==> src/rtl/hazard_ctrl_pkg.sv <==
// Shared types for the hazard controller: MDU FSM state encodings and hazard priority codes.
package hazard_ctrl_pkg;

  typedef enum logic [1:0] {
    MduIdle = 2'd0,
    MduBusy = 2'd1,
    MduDone = 2'd2
  } mdu_state_e;

  typedef enum logic [2:0] {
    PrioNone = 3'd0,
    PrioMem  = 3'd1,
    PrioMdu  = 3'd2,
    PrioJump = 3'd3,
    PrioLu   = 3'd4
  } hazard_prio_e;

  typedef struct packed {
    logic f;
    logic d;
    logic e;
    logic m;
    logic w;
  } stage_vec_t;

endpackage

==> src/rtl/hazard_ctrl_mdu_busy_fsm.sv <==
// Tracks MUL/DIV residency in E: raises mdu_stall until the result is ready, then mdu_done.
module hazard_ctrl_mdu_busy_fsm
  import hazard_ctrl_pkg::*;
#(
  parameter int unsigned MDU_LAT = 4
) (
  input  logic clk,
  input  logic rst_n,
  input  logic start_i,
  input  logic mem_wait_i,
  output logic mdu_stall_o,
  output logic mdu_done_o
);

  localparam int unsigned CntW     = $clog2(MDU_LAT + 1);
  localparam int unsigned CntInitI = (MDU_LAT >= 3) ? MDU_LAT - 3 : 0;
  localparam logic [CntW-1:0] CntInit = CntW'(CntInitI);

  mdu_state_e      state_q, state_d;
  logic [CntW-1:0] cnt_q, cnt_d;

  always_comb begin
    state_d     = state_q;
    cnt_d       = cnt_q;
    mdu_stall_o = 1'b0;
    mdu_done_o  = 1'b0;
    unique case (state_q)
      MduIdle: begin
        // A start while M waits is dropped; E is held so it is seen again next cycle.
        if (start_i && !mem_wait_i) begin
          mdu_stall_o = 1'b1;
          if (MDU_LAT == 2) begin
            state_d = MduDone;
          end else begin
            state_d = MduBusy;
            cnt_d   = CntInit;
          end
        end
      end
      MduBusy: begin
        mdu_stall_o = 1'b1;
        if (cnt_q == '0) begin
          state_d = MduDone;
        end else begin
          cnt_d = cnt_q - CntW'(1);
        end
      end
      MduDone: begin
        mdu_done_o = 1'b1;
        if (!mem_wait_i) begin
          state_d = MduIdle;
        end
      end
      default: state_d = MduIdle;
    endcase
  end

  always_ff @(posedge clk or negedge rst_n) begin
    if (!rst_n) begin
      state_q <= MduIdle;
      cnt_q   <= '0;
    end else begin
      state_q <= state_d;
      cnt_q   <= cnt_d;
    end
  end

endmodule

==> src/rtl/hazard_ctrl.sv <==
// 5-stage pipeline hazard controller: load-use, MUL/DIV, memory wait and redirect flush.
// Define HAZARD_PERF_EN to build the saturating stall/flush cycle counters.
module hazard_ctrl
  import hazard_ctrl_pkg::*;
#(
  parameter int unsigned REG_AW   = 5,
  parameter int unsigned LU_DEPTH = 1,
  parameter int unsigned MDU_LAT  = 4,
  parameter int unsigned PERF_W   = 32
) (
  input  logic              clk,
  input  logic              rst_n,
  input  logic              execute_i_need_jump,
  input  logic              execute_i_mdu_start,
  input  logic              mem_i_wait,
  input  logic [REG_AW-1:0] decode_i_rs1,
  input  logic [REG_AW-1:0] decode_i_rs2,
  input  logic              decode_i_rs1_ren,
  input  logic              decode_i_rs2_ren,
  input  logic [REG_AW-1:0] regE_i_rd,
  input  logic [REG_AW-1:0] regM_i_rd,
  input  logic              regE_i_is_load,
  input  logic              regM_i_is_load,
  output logic              ctrl_o_regF_stall,
  output logic              ctrl_o_regD_stall,
  output logic              ctrl_o_regE_stall,
  output logic              ctrl_o_regM_stall,
  output logic              ctrl_o_regW_stall,
  output logic              ctrl_o_regF_bubble,
  output logic              ctrl_o_regD_bubble,
  output logic              ctrl_o_regE_bubble,
  output logic              ctrl_o_regM_bubble,
  output logic              ctrl_o_regW_bubble,
  output logic              ctrl_o_mdu_done,
  output logic [PERF_W-1:0] ctrl_o_perf_lu,
  output logic [PERF_W-1:0] ctrl_o_perf_mdu,
  output logic [PERF_W-1:0] ctrl_o_perf_mem,
  output logic [PERF_W-1:0] ctrl_o_perf_flush
);

  logic         mdu_stall;
  logic         hit_rs1, hit_rs2, load_use;
  hazard_prio_e prio;
  stage_vec_t   stall, bubble;

  hazard_ctrl_mdu_busy_fsm #(
    .MDU_LAT(MDU_LAT)
  ) u_mdu_fsm (
    .clk        (clk),
    .rst_n      (rst_n),
    .start_i    (execute_i_mdu_start),
    .mem_wait_i (mem_i_wait),
    .mdu_stall_o(mdu_stall),
    .mdu_done_o (ctrl_o_mdu_done)
  );

  assign hit_rs1 = decode_i_rs1_ren && (decode_i_rs1 != '0) &&
                   ((regE_i_is_load && (decode_i_rs1 == regE_i_rd)) ||
                    ((LU_DEPTH == 2) && regM_i_is_load && (decode_i_rs1 == regM_i_rd)));
  assign hit_rs2 = decode_i_rs2_ren && (decode_i_rs2 != '0) &&
                   ((regE_i_is_load && (decode_i_rs2 == regE_i_rd)) ||
                    ((LU_DEPTH == 2) && regM_i_is_load && (decode_i_rs2 == regM_i_rd)));
  assign load_use = hit_rs1 || hit_rs2;

  always_comb begin
    if (mem_i_wait) begin
      prio = PrioMem;
    end else if (mdu_stall) begin
      prio = PrioMdu;
    end else if (execute_i_need_jump) begin
      prio = PrioJump;
    end else if (load_use) begin
      prio = PrioLu;
    end else begin
      prio = PrioNone;
    end
  end

  always_comb begin
    stall  = '0;
    bubble = '0;
    unique case (prio)
      PrioMem: begin
        stall    = '{f: 1'b1, d: 1'b1, e: 1'b1, m: 1'b1, w: 1'b0};
        bubble.w = 1'b1;
      end
      PrioMdu: begin
        stall    = '{f: 1'b1, d: 1'b1, e: 1'b1, m: 1'b0, w: 1'b0};
        bubble.m = 1'b1;
      end
      PrioJump: begin
        bubble.d = 1'b1;
        bubble.e = 1'b1;
      end
      PrioLu: begin
        stall.f  = 1'b1;
        stall.d  = 1'b1;
        bubble.e = 1'b1;
      end
      default: ;
    endcase
  end

  assign ctrl_o_regF_stall  = stall.f;
  assign ctrl_o_regD_stall  = stall.d;
  assign ctrl_o_regE_stall  = stall.e;
  assign ctrl_o_regM_stall  = stall.m;
  assign ctrl_o_regW_stall  = stall.w;
  assign ctrl_o_regF_bubble = bubble.f;
  assign ctrl_o_regD_bubble = bubble.d;
  assign ctrl_o_regE_bubble = bubble.e;
  assign ctrl_o_regM_bubble = bubble.m;
  assign ctrl_o_regW_bubble = bubble.w;

`ifdef HAZARD_PERF_EN
  // Index order: 0 load-use, 1 mdu, 2 mem, 3 flush.
  logic [3:0][PERF_W-1:0] perf_q, perf_d;
  logic [3:0]             perf_hit;

  assign perf_hit = {prio == PrioJump, prio == PrioMem, prio == PrioMdu, prio == PrioLu};

  always_comb begin
    for (int i = 0; i < 4; i++) begin
      perf_d[i] = (perf_hit[i] && (perf_q[i] != '1)) ? perf_q[i] + PERF_W'(1) : perf_q[i];
    end
  end

  always_ff @(posedge clk or negedge rst_n) begin
    if (!rst_n) begin
      perf_q <= '0;
    end else begin
      perf_q <= perf_d;
    end
  end

  assign ctrl_o_perf_lu    = perf_q[0];
  assign ctrl_o_perf_mdu   = perf_q[1];
  assign ctrl_o_perf_mem   = perf_q[2];
  assign ctrl_o_perf_flush = perf_q[3];
`else
  assign ctrl_o_perf_lu    = '0;
  assign ctrl_o_perf_mdu   = '0;
  assign ctrl_o_perf_mem   = '0;
  assign ctrl_o_perf_flush = '0;
`endif

endmodule

==> config.mk <==
export PLATFORM = sky130hd
export DESIGN_NAME = hazard_ctrl
export DESIGN_NICKNAME = d
export VERILOG_FILES = /design/src/rtl/hazard_ctrl_pkg.sv /design/src/rtl/hazard_ctrl_mdu_busy_fsm.sv /design/src/rtl/hazard_ctrl.sv
export SDC_FILE = /design/constraint.sdc
export NUM_CORES = 1
export LEC_CHECK = 0
export ABC_AREA = 1
export BUFFER_PORTS_ARGS = -buffer_cell sky130_fd_sc_hd__buf_2
export CORE_UTILIZATION = 38
export DETAILED_ROUTE_END_ITERATION = 8
export PLACE_DENSITY = 0.87
export REMOVE_ABC_BUFFERS = 1
export SLEW_MARGIN = 10
export SYNTH_ARGS = -nofsm -noshare
export SYNTH_HDL_FRONTEND = slang
export SYNTH_HIERARCHICAL = 1
export SYNTH_SLANG_ARGS = --single-unit
==> constraint.sdc <==
create_clock -name clk -period 2.95 [get_ports clk]
set_input_delay 0.295 -clock clk [delete_from_list [all_inputs] [get_ports clk]]
set_output_delay 0.295 -clock clk [all_outputs]
set_load 0.005 [all_outputs]
==> results.ini <==
[synthesis]
syn_avg_cell_area_um2 = 6.61
ys_seq_area_frac = 0.0802
yosys.cell_types.count = 19
synth_warnings = 6
netlist_area_um2 = 1560
synth-seq-cells = 5
yosysTopAreaCell = buf_4
yosysTopAreaCellShare = 0.630
synth_area_leaders = buf_4 (63%), nand2_1 (9.1%), dfrtp_1 (8.0%), inv_1 (5.1%), nor2_1 (3.1%)
synth_cells = 236

[clock_tree]
cts_tree = built
clock_latency_ns = 0.22
post_cts_buffers = 0
ctsHtreeMaxLevel = 1
clock_sinks = 5
clkTransAtPathRegs_ns = 0.03
clk_path_buf_depth = 2
cts_root_buf = clkbuf_8
numCtsBuffers = 3

[drt]
drt_iter0_drc = 31
wl_per_cell_um = 6.22
viasPerCell = 3.16
routed_wl_um = 1970
vias = 999
dr.pass1.iters = 4
drc = 0
ant_nets = 0

[sta]
min_period_ns = 1.65
finalHoldViolations = 0
setup_viol = 0
holdWs_ns = 0.383
finalMaxSlewViolations = 0
layout_setup_ws_ns = 1.30
fin_skew_ns = 0.000191
fin_crit_sh = 0.561
fmax_mhz = 604
fin_tns_setup_ns = 0
rsz0062_at_grt = false

[outcome]
outcome = complete, no violations

[pwr]
ir_drop_mv = 0.370
cellLeakagePower_nw = 0.947
power_density_nw_per_um2 = 413

[placed_design]
portBuffers = 31
dp_hpwl_um = 1820
gp_congestion = 0.787
dpl_cell_area_um2 = 1270
pre_cts_ws_ns = 1.46

[worst_hold_path]
whs_endpoint = u_mdu_fsm/state_q[1]
hold_depth = 3
hold_class = input pin to register
min_from = mem_i_wait

[die]
die_w_um = 66.1
start_util = 0.411
io_pins = 168
core_um2 = 3800
fp.dieArea_um2 = 4370
die_h_um = 66.1
row_count = 22

[grt]
grt_max_degree = 8
grtUsageTotal = 0.0791
grt_pass1_vias = 686
grt_overflow = 0
grt_first_pass_wirelength_um = 2700
antenna_found_initial = 0

[setup_path]
crit_fanout = 5
worstSetupStartpointType = register
r2r-end = u_mdu_fsm/cnt_q[2]
end_kind = primary output
r2r_slack_ns = 1.81
worstPathRequired_ns = 2.65
worstReg2RegStart = u_mdu_fsm/cnt_q[0]
critPathKind = register to primary output
cp.arrival_ns = 1.36
r2r_cells = 7

[cells_and_area]
diodes = 0
fillers = 442
syn2layout_area_growth_pct = -15.2
layout-drive-gt1-share = 0.157
final_nets = 300
final_cell_area_um2 = 1320

[flow_run]
maxCapViolations = 0

routing by layer:
metal | GRT usage | wire (µm) | share of wire | vias up
met1 | 0.0794 | 644 | 0.33 | 424
met5 | 0 | 0 | 0 | -
met4 | 0.0319 | 2 | 0.0010 | 0
met3 | 0.00517 | 177 | 0.090 | 2
met2 | 0.163 | 1140 | 0.58 | 73
li1 | - | - | - | 500
area by class of cell:
type,count,area (µm²),area share
multi-input combinational,203,838,0.633
sequential,5,125,0.0945
inverter,24,90.1,0.0681
clock buffer,4,45.0,0.0340
tap,48,60.1,0.0454
timing repair buffer,32,165,0.125
worst max-delay path, cell delays in order (launching register included):
cell and delay [ns]:
dfrtp_1 0.39, nor2_1 0.07, nand2_2 0.13, nand2_1 0.09, nor3_1 0.18, nand2_1 0.09
nand2_1 0.07, buf_2 0.11
report_power, final:
group	leakage, nW	internal [mW]	total, mW	switching [mW]
Sequential	0.0647	0.0994	0.124	0.0242
Clock	0.0228	0.0926	0.124	0.0317
Combinational	0.859	0.103	0.298	0.196
Total	0.947	0.295	0.546	0.252
cells in the mapped netlist, drive strengths merged:
cell and count:
nor3 2, conb 1, o21ai 1, ha 2, xnor2 1, nand2 41, inv 24, buf 131
xor2 2, o21bai 1, clkbuf 2, dfrtp 5, nor2 14, nand3 9
worst max path at each step:
stage	startpoint	to	depth (start not counted)
after floorplan	u_mdu_fsm/state_q[1]	ctrl_o_regD_stall	7
after global placement	mem_i_wait	ctrl_o_regD_stall	8
after detailed placement	mem_i_wait	ctrl_o_regD_stall	8
after CTS	u_mdu_fsm/state_q[1]	ctrl_o_regD_stall	7
after global routing	u_mdu_fsm/state_q[1]	ctrl_o_regF_stall	7
final	u_mdu_fsm/state_q[1]	ctrl_o_regF_stall	7
layout by cell type, fill, tap and decap left out, drive strengths merged:
cell         netlist  routed
conb               1     130
buf              131      31
nand3              9       9
dfrtp              5       5
inv               24      24
nand2             41      41
o21bai             1       1
dlygate4sd3        0       1
nor2              14      14
clkbuf             2       4
nor3               2       2
ha                 2       2
xor2               2       2
o21ai              1       1
xnor2              1       1
state kept, by name, indices dropped and copies added, names as in the netlist:
name / cells
u_mdu_fsm/cnt_q: 3
u_mdu_fsm/state_q: 2
cell families after synthesis:
logic type,count (synthesis),synth area share
other,1,0.00240
flip-flops,5,0.0802
AND/OR/NAND/NOR,66,0.184
AO/OA/AOI/OAI,2,0.00802
adder cells (fa/ha/maj),2,0.0160
buffers and inverters,157,0.693
XOR/XNOR,3,0.0168
timing repair:
| action | 4_1_cts | 5_1_grt |
|---|---|---|
| hold buffers | 1 | 0 |
| endpoints found under the setup margin | 0 | 0 |
| gates resized for setup | 0 | 0 |
| endpoints found under the hold margin | 5 | 0 |
metrics by stage:
step,util,total power [mW],cells
2_1_floorplan,-,0.336,232
3_3_place_gp,0.334,0.403,311
3_5_place_dp,0.334,0.419,311
4_1_cts,0.348,0.549,316
5_1_grt,0.348,0.614,316
6_report,0.348,0.546,316
Note: power is estimated with default switching activity, not from simulation.
